`src/rtl/ixc_gfifo_port_arb.sv`:
```
// Round-robin arbiter with packet lock and credit gating in front of one GFIFO port-gate channel.
// One beat per cycle is forwarded through a registered output stage while downstream credit remains.
module ixc_gfifo_port_arb #(
    parameter int NREQ    = 4,
    parameter int DW      = 32,
    parameter int CREDITS = 8,
    parameter int CW      = 8
) (
    input  logic               clk,
    input  logic               rst,
    input  logic [NREQ-1:0]    req,
    input  logic [NREQ*DW-1:0] req_data,
    input  logic [NREQ-1:0]    req_last,
    output logic [NREQ-1:0]    gnt,
    output logic               si_vld,
    output logic [DW-1:0]      si_data,
    output logic [2:0]         si_src,
    output logic               si_last,
    input  logic               co_cred,
    output logic [CW-1:0]      cred_cnt,
    output logic               err_ovf,
    output logic               dbg_state,
    output logic [2:0]         dbg_rr_ptr
);

    // Handshake: beat i transfers in any cycle where req[i] && gnt[i]; gnt is
    // combinational, never asserted without credit, and payload is sampled only then.

    localparam int PW = (NREQ > 1) ? $clog2(NREQ) : 1;
    localparam logic [CW-1:0] CRED_MAX = CW'(CREDITS);

    typedef enum logic {
        ST_IDLE = 1'b0,
        ST_LOCK = 1'b1
    } state_t;

    state_t          r_state;
    state_t          w_next_state;
    logic [PW-1:0]   r_rr_ptr;
    logic [PW-1:0]   r_owner;
    logic [PW-1:0]   w_sel;
    logic [PW-1:0]   w_rr_next;
    logic [PW:0]     w_pos;
    logic            w_found;
    logic            w_consume;
    logic            w_sel_last;
    logic            w_cred_ok;
    logic [NREQ-1:0] w_gnt;
    logic [CW-1:0]   r_cred_cnt;
    logic            r_err_ovf;
    logic            r_si_vld;
    logic [DW-1:0]   r_si_data;
    logic [2:0]      r_si_src;
    logic            r_si_last;

    assign w_cred_ok = (r_cred_cnt != '0);

    always_comb begin
        w_gnt        = '0;
        w_sel        = r_owner;
        w_found      = 1'b0;
        w_pos        = '0;
        w_next_state = r_state;
        case (r_state)
            ST_IDLE: begin
                // Cyclic search starting at the round-robin pointer.
                if (w_cred_ok) begin
                    for (int k = 0; k < NREQ; k++) begin
                        w_pos = {1'b0, r_rr_ptr} + (PW+1)'(k);
                        if (w_pos >= (PW+1)'(NREQ)) begin
                            w_pos = w_pos - (PW+1)'(NREQ);
                        end
                        if (!w_found && req[w_pos[PW-1:0]]) begin
                            w_found = 1'b1;
                            w_sel   = w_pos[PW-1:0];
                        end
                    end
                end
                if (w_found) begin
                    w_gnt[w_sel] = 1'b1;
                end
            end
            ST_LOCK: begin
                if (req[r_owner] && w_cred_ok) begin
                    w_gnt[r_owner] = 1'b1;
                end
            end
            default: w_next_state = ST_IDLE;
        endcase
        w_consume  = |w_gnt;
        w_sel_last = req_last[w_sel];
        if (w_consume) begin
            if (r_state == ST_IDLE && !w_sel_last) begin
                w_next_state = ST_LOCK;
            end else if (r_state == ST_LOCK && w_sel_last) begin
                w_next_state = ST_IDLE;
            end
        end
        w_rr_next = (w_sel == PW'(NREQ-1)) ? '0 : w_sel + 1'b1;
    end

    always_ff @(posedge clk) begin
        if (rst) begin
            r_state    <= ST_IDLE;
            r_rr_ptr   <= '0;
            r_owner    <= '0;
            r_cred_cnt <= CRED_MAX;
            r_err_ovf  <= 1'b0;
            r_si_vld   <= 1'b0;
            r_si_data  <= '0;
            r_si_src   <= '0;
            r_si_last  <= 1'b0;
        end else begin
            r_state <= w_next_state;
            if (w_consume && r_state == ST_IDLE) begin
                r_owner <= w_sel;
            end
            if (w_consume && w_sel_last) begin
                r_rr_ptr <= w_rr_next;
            end
            // A return that lands on a full counter is dropped and flagged.
            if (w_consume && !co_cred) begin
                r_cred_cnt <= r_cred_cnt - 1'b1;
            end else if (co_cred && !w_consume) begin
                if (r_cred_cnt == CRED_MAX) begin
                    r_err_ovf <= 1'b1;
                end else begin
                    r_cred_cnt <= r_cred_cnt + 1'b1;
                end
            end
            r_si_vld <= w_consume;
            if (w_consume) begin
                r_si_data <= req_data[w_sel*DW +: DW];
                r_si_src  <= 3'(w_sel);
                r_si_last <= w_sel_last;
            end
        end
    end

    assign gnt        = w_gnt;
    assign si_vld     = r_si_vld;
    assign si_data    = r_si_data;
    assign si_src     = r_si_src;
    assign si_last    = r_si_last;
    assign cred_cnt   = r_cred_cnt;
    assign err_ovf    = r_err_ovf;
    assign dbg_state  = (r_state == ST_LOCK);
    assign dbg_rr_ptr = 3'(r_rr_ptr);

endmodule

```
`config.mk`:
```
export PLATFORM = sky130hd
export DESIGN_NAME = ixc_gfifo_port_arb
export DESIGN_NICKNAME = d
export VERILOG_FILES = /design/src/rtl/ixc_gfifo_port_arb.sv
export SDC_FILE = /design/constraint.sdc
export NUM_CORES = 1
export LEC_CHECK = 0
export CAP_MARGIN = 40
export CORE_ASPECT_RATIO = 0.6
export CORE_MARGIN = 5
export CORE_UTILIZATION = 37
export CTS_CLUSTER_DIAMETER = 40
export DETAILED_ROUTE_END_ITERATION = 6
export PLACE_DENSITY_LB_ADDON = 0.3
export SYNTH_ARGS = -nofsm -noshare
export SYNTH_HDL_FRONTEND = slang
export SYNTH_SLANG_ARGS = --single-unit
```
`constraint.sdc`:
```
create_clock -name clk -period 4.14 [get_ports clk]
set_input_delay 1.035 -clock clk [delete_from_list [all_inputs] [get_ports clk]]
set_output_delay 1.035 -clock clk [all_outputs]
set_load 0.05 [all_outputs]
```
Word-level counts from Yosys, hierarchy flattened --
Cells that the tools add are included.
Word-level totals: register bits 50, bits in latches 0, bits in writable memories 0, memory bits (read-only) 0, input bits 139, output and inout port bits 54, word-level logic and storage cells 119, memories 0
Operators by class: $add $sub $neg 10, multiply operators 0, divide/modulo/power cells 0, order comparisons 13, eq/ne operators 3, shift operators 1, mux-type cells 56, bitwise operators 2, reduce and logical (&&, ||, !) cells 25
Operators with widths (number):
- 128-bit by 8-bit variable part select with 32-bit output | 1
- 2-bit 2-to-1 mux | 20
- 8-bit 2-to-1 mux | 3
- 1-bit 2-to-1 mux | 22
- 2-bit by 3-bit less-than comparator with 1-bit output (second input constant) | 7
- 1-bit binary-select mux with 2-bit select | 6
- 1-bit logical AND | 12
- 3-bit greater-or-equal comparator (second input constant) | 3
- 8-bit by 1-bit adder with 8-bit output (second input constant) | 1
- 8-bit by 4-bit equality test with 1-bit output (second input constant) | 1
- 4-bit 2-to-1 mux | 2
- 4-bit case mux with 2 select lines | 1
- 8-bit nonzero test | 1
- 2-bit by 1-bit subtractor with 2-bit output (second input constant) | 4
- 8-bit by 1-bit subtractor with 8-bit output (second input constant) | 1
- 2-bit by 2-bit adder with 3-bit output (second input constant) | 2
- 1-bit logical NOT | 6
- 1-bit demux with 2-bit select | 2
- 2-bit by 1-bit greater-or-equal comparator with 1-bit output (second input constant) | 2
- 2-bit AND reduction | 2
- 2-bit nonzero test | 2
- 4-bit OR reduction | 1
- 2-bit by 1-bit adder with 3-bit output (second input constant) | 1
- 2-bit by 3-bit greater-or-equal comparator with 1-bit output (second input constant) | 1
- other kinds (5) | 6

Depth between registers and ports, before layout --
Gate-level depths: netlist of run 1.
depth after elaboration 35, depth in mapped cells 16, gate-level depth less buffers 15

Least setup slack after synthesis of run 1 --
OpenSTA, ideal clock, no wires.
kind input to output, start input req[3], end output gnt[3], arrival 3.273 ns, data required time 3.105 ns, setup slack -0.168 ns, stages on the path 8, buffers on the path 2, path through buf_2 > buf_2 > a31oi_1 > o221ai_1 > nand2_1 > a21boi_0 > inv_1 > o32ai_1
On the way: word-level cells in the longest chain between the ends 26, elaborated cells on any way between the ends 43
Ends and longest elaborated chain:
- start: declaration | RTL line 11 | input logic [NREQ-1:0] req,
- 1-bit binary-select mux with 2-bit select | RTL line 73 | if (!w_found && req[w_pos[PW-1:0]]) begin
- 1-bit 2-to-1 mux (not written as such) | RTL line 73
- 1-bit 2-to-1 mux | RTL line 73
- 1-bit 2-to-1 mux | RTL line 67 | if (w_cred_ok) begin
- 1-bit 2-to-1 mux | RTL line 64 | case (r_state)
- 1-bit logical NOT | RTL line 73
- 1-bit logical AND | RTL line 73
- 1-bit 2-to-1 mux | RTL line 73
- [10 not listed]
- 2-bit 2-to-1 mux | RTL line 67
- 2-bit 2-to-1 mux | RTL line 64
- 2-bit by 3-bit less-than comparator with 1-bit output (not written as such) / 2-bit by 1-bit greater-or-equal comparator with 1-bit output (equally long branches) | RTL line 80 | w_gnt[w_sel] = 1'b1;
- 1-bit logical AND (not written as such) | RTL line 80
- 1-bit 2-to-1 mux (not written as such) | RTL line 80
- 1-bit demux with 2-bit select | RTL line 80
- 4-bit 2-to-1 mux | RTL line 79 | if (w_found) begin
- 4-bit case mux with 2 select lines (*) | RTL line 64
- end: declaration | RTL line 14 | output logic [NREQ-1:0] gnt,
Mark *: on every way between the ends. The rest lies on a longest branch, timed or not. The select of a mux whose other input is x is not followed.

Worst setup path in the final report of run 1 --
start input req[1], end output gnt[3]
Same word-level chain as after synthesis.

==> impl_metrics.ini, run 1 <==
[finish]
layout.nets = 787
utilization = 0.606
ff_latch_area_sq_um = 1000
n_fill_cell = 895
multiInputGateArea_sq_um = 2670
area_delta_synth_final_pct = 62.3
drive_above_1_share = 0.169
final_cells = 778
final_cell_area_sq_um = 6340
final_common_cell = clkdlybuf4s50_1
antenna_cells = 0
layout_common_cells = clkdlybuf4s50_1, mux2i_1, dfxtp_1

[placement]
hpwl_mm = 10.2
io_buffer_count = 190
place_inst = 769
dp_slack_ns = -0.201
gp_congestion = 0.901
place_area_sq_um = 6120

[sta]
relSlewSlack = 0.497
period_minus_slack_ns = 4.03
finalCritPeriodShare = 0.972
finalMaxSlewViolations = 0
finalHoldViolCount = 0
setup_ws_ns = 0.115
fin_skew_ns = 0.00601
setup_violations = 0
tns_ns = 0
fin_hold_ws_ns = 0.470
max_slew.worst_pin.slew_ns = 0.754
fmax_mhz = 248

[yosys]
ys_warn_count = 0
syn_area_per_cell_sq_um = 9.02
synth.distinct_cells = 64
synth_top_area_cell = dfxtp_1
synthArstFlopShare = 0
syn_inst = 433
synth-edff-count = 0
ys.flop_type = dfxtp_1
yosys.area.top_type_share = 0.256
yosys-top-cells-area = dfxtp_1, mux2i_1, mux2_2
synthesis.area_sq_um = 3900
seq_area_frac_synth = 0.256
ys_ff_latch = 50

[worst_setup_path]
setup.worst_path.start_class = input pin
worstPathRequired_ns = 3.11
slowest_delay_ns = 0.30
arrival_ns = 2.99
worst_path_max_delay_cell = a32oi_1
crit_chain = clkdlybuf4s15_1 -> buf_6 -> nor2b_1 -> o21ai_1 -> o2111ai_1 -> a32oi_1 -> o21bai_1 -> buf_4 -> o32ai_4 -> buf_12
cp-end-kind = output pin
critPathMaxFanout = 10
criticalPathCategory = in2out

[cts]
cts-root-buf = clkbuf_16
clk_pin_slew_ns = 0.07
htreeDepth = 2
cts_max_path_buffers = 2
clock-sinks = 50
cts_tree = done
clk_latency_ns = 0.28
cts_made_buffers = 5
cts_hold_buf = 0

[drt]
avgRoutedWirePerCell_um = 16.5
wl_mm = 12.8
first_pass_iters = 5
final_antenna_net_count = 0
route.detailed.drc = 0
viasPerCell = 5.13
drt-initial-drc-count = 155
vias = 3994

[job]
max_cap_viol_count = 0

[min_path]
min_path_type = reg2reg

[floorplan]
die_y_um = 89.6
die-area_sq_um = 12800
core_area_sq_um = 10500
fp.dieW_um = 143
row_count = 29
io_pins = 193
start_util = 0.374

[global_route]
grt_start_max_net_pins = 47
grt_pass1_wl_mm = 19.4
grt_pass1_vias = 3872
grt_overflow = 0
grt.total_usage = 0.186
antenna_found_initial = 0

[pwr]
ir_drop_mv = 0.535
power.leakage_nw = 2.49
powerDensity_nw_per_um2 = 912
p_total_mw = 5.78

[status]
status = completed
final timing paths:
path | startpoint | to | slack (ns) | cells after the start
hold reg to reg | si_src[0]$_SDFFE_PP0N_ | si_src[0]$_SDFFE_PP0N_ | 0.47 | 2
setup / recovery | req[1] | gnt[3] | 0.11 | 10
setup reg to reg | r_rr_ptr[0]$_SDFFE_PP0P_ | si_data[0]$_SDFFE_PP0N_ | 0.68 | 10
hold / removal | si_src[0]$_SDFFE_PP0N_ | si_src[0]$_SDFFE_PP0N_ | 0.47 | 2
layer usage:
| layer | wire length [um] | track usage |
|---|---|---|
| met5 | 0 | 0 |
| met4 | 69 | 0.0216 |
| met3 | 1200 | 0.0593 |
| met2 | 5860 | 0.301 |
| met1 | 5690 | 0.255 |
logic make-up (layout without fill, tap and decap cells):
| group | Yosys count | count (layout) | synth area share |
|---|---|---|---|
| adders and majority gates | 10 | 10 | 0.0340 |
| buffers and inverters | 51 | 256 | 0.0791 |
| muxes | 105 | 105 | 0.284 |
| other | 1 | 2 | 0.000960 |
| xor gates and xnor gates | 8 | 8 | 0.0179 |
| AOI/OAI and AO/OA | 94 | 94 | 0.151 |
| DFF | 50 | 50 | 0.256 |
| and+or+nand+nor | 114 | 114 | 0.176 |
what timing repair did:
action | 4_1_cts | 5_1_grt
setup endpoints to repair | 4 | 3
endpoints found under the hold margin | 0 | 0
setup buffers | 0 | 1
resized for setup | 9 | 11
pin swaps | 2 | 3
registers in the layout, indices dropped and copies added (netlist names):
signal,cells
si_vld,1
si_src,2
cred_cnt,8
err_ovf,1
r_rr_ptr,2
si_data,32
r_owner,2
si_last,1
dbg_state,1
synth_stat cells (all sizes together), types with 2 or more instances:
master / number
mux2i: 70
dfxtp: 50
o21ai: 45
mux2: 34
nand3b: 33
buf: 23
nand2: 20
nor2: 20
a21oi: 15
clkbuf: 14
inv: 13
nor2b: 10
ha: 9
nand2b: 9
xnor2: 6
nor3: 4
a31oi: 3
and3: 3
and3b: 3
nor4: 3
o211ai: 3
o22ai: 3
o32ai: 3
a2111oi: 2
a21boi: 2
a21o: 2
a22oi: 2
a32oi: 2
and2: 2
nand3: 2
xor2: 2
power breakdown:
| group | internal [mW] | switching, mW | total (mW) | leakage, nW |
|---|---|---|---|---|
| Sequential | 0.716 | 0.209 | 0.925 | 0.414 |
| Clock | 0.286 | 0.171 | 0.457 | 0.0781 |
| Combinational | 2.00 | 2.40 | 4.40 | 1.99 |
layout make-up:
class                   count  area share
inverters                  14     0.00829
flip-flops and latches     50       0.158
multi-input cells         333       0.421
well taps                 139      0.0274
clock inverters             1     0.00474
clock buffers               7      0.0209
repair buffers            234       0.359
worst max-delay path, delay by kind of cell:
kind | cells | cell delay, ns
AO/OA/AOI/OAI | 5 | 1.03
buffers and inverters | 4 | 0.79
AND/OR/NAND/NOR | 1 | 0.13
Power figures use the tool's default switching activity.
==> inputs of run 2 (changes only) <==
--- a/config.mk
+++ b/config.mk
@@ -7,10 +7,12 @@
 export LEC_CHECK = 0
 export CAP_MARGIN = 40
 export CORE_ASPECT_RATIO = 0.6
-export CORE_MARGIN = 5
-export CORE_UTILIZATION = 37
+export CORE_MARGIN = 4
+export CORE_UTILIZATION = 42
 export CTS_CLUSTER_DIAMETER = 40
+export CTS_CLUSTER_SIZE = 24
 export DETAILED_ROUTE_END_ITERATION = 6
+export DONT_BUFFER_PORTS = 1
 export PLACE_DENSITY_LB_ADDON = 0.3
 export SYNTH_ARGS = -nofsm -noshare
 export SYNTH_HDL_FRONTEND = slang
==> run 2 against run 1 <==
Net effect:
- clock skew is essentially flat
- die area shrank 14%
- register-to-register slack lost 0.12 ns
- utilization shrank 14 points
- sequential power grew 63%
- combinational power shrank 32%
- setup slack gained 0.23 ns
- critical path depth grew 3
- routed wire length shrank 19%
- sequential share of layout area grew 8.4 points
- power shrank 15%
- global-route usage shrank 1.5 points
==> impl_metrics.ini, run 2 (synthesized netlist as in run 1, its figures left out) <==
[sta]
relSlewSlack = 0.444
fin_hold_ws_ns = 0.678
finalHoldViolCount = 0
tns_ns = 0
rsz0062_at_grt = no
period_minus_slack_ns = 3.79
fmax_mhz = 264
max_slew.worst_pin.slew_ns = 0.833
fin_skew_ns = 0.00558
setup_violations = 0
finalMaxSlewViolations = 0
finalCritPeriodShare = 0.916
setup_ws_ns = 0.347

[placement]
io_buffer_count = 0
hpwl_mm = 8.06
gp_congestion = 0.899
place_area_sq_um = 3990
dp_slack_ns = 0.0875

[pwr]
powerDensity_nw_per_um2 = 1190
p_clk_frac = 0.081
power.leakage_nw = 1.62
internal_power_mw = 2.34
comb_power_share = 0.611
switchingPower_mw = 2.58
switching_share = 0.525
ir_drop_mv = 0.651
seqPwrFrac = 0.308

[cts]
htreeDepth = 2
clk_latency_ns = 0.28
cts_hold_buf = 0
clk_pin_slew_ns = 0.07
cts-root-buf = clkbuf_16
post_cts.resized_instances = 0
cts_made_buffers = 5
clock-sinks = 50
cts_tree = done
cts_max_path_buffers = 2
post_cts_buffers = 0

[floorplan]
start_util = 0.445
io_pins = 193
die-area_sq_um = 11000
fp.dieW_um = 132
row_count = 26
core_area_sq_um = 8780
die_y_um = 82.7

[finish]
antenna_cells = 0
area_delta_synth_final_pct = 5.86
layout_common_cells = mux2i_1, dfxtp_1, o21ai_0
layout.nets = 575
final_cell_area_sq_um = 4130
drive_above_1_share = 0.185
final_common_cell = mux2i_1
utilization = 0.471
largest_reg_flops = 32

[drt]
route.detailed.drc = 0
drt-initial-drc-count = 127
avgRoutedWirePerCell_um = 19.2
wl_mm = 10.3
viasPerCell = 5.85
first_pass_iters = 4
final_antenna_net_count = 0
vias = 3153

[global_route]
grt_use_met2 = 0.257
grt_pass1_wl_mm = 15.3
grt_busiest_layer = met2
grt_overflow = 0
grt.total_usage = 0.172
grt_pass1_vias = 2911
grt_start_max_net_pins = 53
met3_usage = 0.0660
antenna_found_initial = 0
groute.layer.met1.usage = 0.237

[worst_setup_path]
worstPathRequired_ns = 4.32
arrival_ns = 3.98
crit_chain = nor4_1 -> nand2b_1 -> nand2_1 -> ha_1 -> ha_1 -> a21o_1 -> a21oi_1 -> nor2b_1 -> o21a_1 -> o41ai_1 -> xnor2_1 -> a21oi_1 -> a31o_2
slowest_delay_ns = 0.40
critPathMaxFanout = 16
setup.worst_path.start_class = input pin
cp-end-kind = register
criticalPathCategory = in2reg
worst_path_max_delay_cell = nor4_1

[status]
status = completed

[min_path]
min_path_type = reg2reg

[job]
max_cap_viol_count = 0
-- run 2: area by class of cell --
| type | count | area, sq um |
|---|---|---|
| Sequential cell | 50 | 1000 |
| Multi-Input combinational cell | 333 | 2630 |
| Clock inverter | 2 | 13.8 |
| Tap cell | 112 | 140 |
| Clock buffer | 6 | 129 |
| Timing Repair Buffer | 22 | 165 |
| Inverter | 14 | 52.6 |
| Fill cell | 854 | 4650 |
-- run 2: worst max-delay path: cells and delay by family --
kind | cells | cell delay [ns]
fa+ha+maj | 2 | 0.64
compound gates | 6 | 1.22
xor+xnor | 1 | 0.19
simple gates | 4 | 0.89
-- run 2: power groups by stage --
stage	sequential, mW	clock (mW)	combinational (mW)
floorplan	1.59	0	2.57
global placement	1.52	0	2.95
detailed placement	1.53	0	3.03
CTS	1.52	0.421	3.04
global route	1.55	0.445	3.28
finish	1.51	0.399	3.01
-- run 2: through the flow --
step                power, mW  instances
finish                   4.92        539
global route             5.27        539
floorplan                4.17        434
CTS                      4.98        539
detailed placement       4.56        531
global placement         4.47        531
-- run 2: routing by layer --
layer / vias to the layer above / part of all wire
met2: 139 / 0.44
li1: 1547 / -
met1: 1461 / 0.45
met3: 6 / 0.10
met4: 0 / 0.0045
met5: - / 0
-- run 2: worst paths after layout --
path                                                 end                      from  cells after the start  slack (ns)
worst max register to register  cred_cnt[7]$_SDFFE_PP0P_  cred_cnt[6]$_SDFFE_PP0P_                     14        0.56
worst max-delay path            cred_cnt[7]$_SDFFE_PP0P_                    req[0]                     13        0.35
worst min-delay path              si_src[1]$_SDFFE_PP0N_   r_owner[1]$_SDFFE_PP0P_                      2        0.68
worst min register to register    si_src[1]$_SDFFE_PP0N_   r_owner[1]$_SDFFE_PP0P_                      2        0.68
==> inputs of run 3 (changes only) <==
--- a/config.mk
+++ b/config.mk
@@ -13,6 +13,7 @@
 export CTS_CLUSTER_SIZE = 24
 export DETAILED_ROUTE_END_ITERATION = 6
 export DONT_BUFFER_PORTS = 1
+export MAX_ROUTING_LAYER = met4
 export PLACE_DENSITY_LB_ADDON = 0.3
 export SYNTH_ARGS = -nofsm -noshare
 export SYNTH_HDL_FRONTEND = slang
==> run 3 against run 2 <==
Net effect:
- count of clock-buffer cells in the layout unchanged
- critical path type is now in2out
- register-to-register slack about the same
- cell area unchanged
- die area unchanged
- clock skew increased by 0.00084 ns
- fmax about the same
==> impl_metrics.ini, run 3 (synthesized netlist as in run 1, its figures left out) <==
[status]
status = completed

[cts]
cts_tree = done
post_cts_buffers = 0
cts_made_buffers = 5
htreeDepth = 2
clk_latency_ns = 0.29
cts_hold_buf = 0
clk_pin_slew_ns = 0.07
post_cts.resized_instances = 0
cts-root-buf = clkbuf_16
cts_max_path_buffers = 2
clock-sinks = 50

[worst_setup_path]
setup.worst_path.start_class = input pin
critPathMaxFanout = 16
criticalPathCategory = in2out
cp-end-kind = output pin
slowest_delay_ns = 0.37
worstPathRequired_ns = 3.11
worst_path_max_delay_cell = a21boi_0
arrival_ns = 2.76
crit_chain = and2b_4 -> nor2b_1 -> a31oi_1 -> o221ai_1 -> nand2_1 -> a21boi_0 -> inv_1 -> o32ai_2 -> buf_4

[finish]
final_cell_area_sq_um = 4130
area_delta_synth_final_pct = 5.86
utilization = 0.471
n_fill_cell = 853
layout.nets = 575
layout_common_cells = mux2i_1, dfxtp_1, o21ai_0
antenna_cells = 0
final_common_cell = mux2i_1
largest_reg_flops = 32
drive_above_1_share = 0.185

[drt]
avgRoutedWirePerCell_um = 18.9
vias = 3170
drt-initial-drc-count = 128
first_pass_iters = 5
final_antenna_net_count = 0
route.detailed.drc = 0
viasPerCell = 5.88
wl_mm = 10.2

[global_route]
grt_pass1_vias = 2922
grt_overflow = 0
grt_start_max_net_pins = 58
grt.total_usage = 0.178
grt_pass1_wl_mm = 15.2
antenna_found_initial = 0

[placement]
place_area_sq_um = 3990
dp_slack_ns = 0.185
hpwl_mm = 7.78
gp_congestion = 0.865
io_buffer_count = 0

[job]
max_cap_viol_count = 0

[pwr]
power.leakage_nw = 1.62
p_total_mw = 4.92
powerDensity_nw_per_um2 = 1190
ir_drop_mv = 0.655

[sta]
tns_ns = 0
rsz0062_at_grt = no
finalCritPeriodShare = 0.917
relSlewSlack = 0.407
setup_ws_ns = 0.346
finalMaxSlewViolations = 0
period_minus_slack_ns = 3.79
fin_skew_ns = 0.00642
max_slew.worst_pin.slew_ns = 0.889
fmax_mhz = 264
setup_violations = 0
finalHoldViolCount = 0

[floorplan]
die_y_um = 82.7
row_count = 26
die-area_sq_um = 11000
core_area_sq_um = 8780
io_pins = 193
start_util = 0.445
fp.dieW_um = 132

[min_path]
min_path_type = reg2reg
## run 3: power by group
group	internal [mW]	switching, mW
sequential	0.715	0.796
combinational	1.41	1.60
clock	0.224	0.178
total	2.35	2.58
## run 3: cell type report
type                            instances  area (sq um)  share of cell area
Multi-Input combinational cell        333          2630               0.637
Sequential cell                        50          1000               0.242
Timing Repair Buffer                   22           165              0.0400
Tap cell                              112           140              0.0339
Clock buffer                            6           129              0.0312
Inverter                               14          52.6              0.0127
Clock inverter                          2          13.8             0.00333
## run 3: critical path: cells and delay by family
family	cells	cell delay [ns]
buf+inv	2	0.35
compound gates	4	0.89
simple gates	3	0.46
## run 3: final timing paths
path,from,end,slack (ns),depth (start not counted)
worst max-delay path,req[0],gnt[3],0.35,9
worst min-delay path,r_owner[1]$_SDFFE_PP0P_,si_src[1]$_SDFFE_PP0N_,0.66,2
worst max register to register,cred_cnt[6]$_SDFFE_PP0P_,cred_cnt[7]$_SDFFE_PP0P_,0.56,14
worst min register to register,r_owner[1]$_SDFFE_PP0P_,si_src[1]$_SDFFE_PP0N_,0.66,2
## run 3: routing by layer
metal	share of wire	GRT usage
met1	0.47	0.242
met2	0.45	0.261
met3	0.075	0.0575
met4	0.0038	0.0301
met5	0	-
## run 3: metrics by stage
step                      cells  hold WS, ns
after floorplan             434        0.572
after global placement      531        0.662
after detailed placement    531        0.655
after CTS                   539        0.666
after global routing        539        0.707
final                       539        0.665
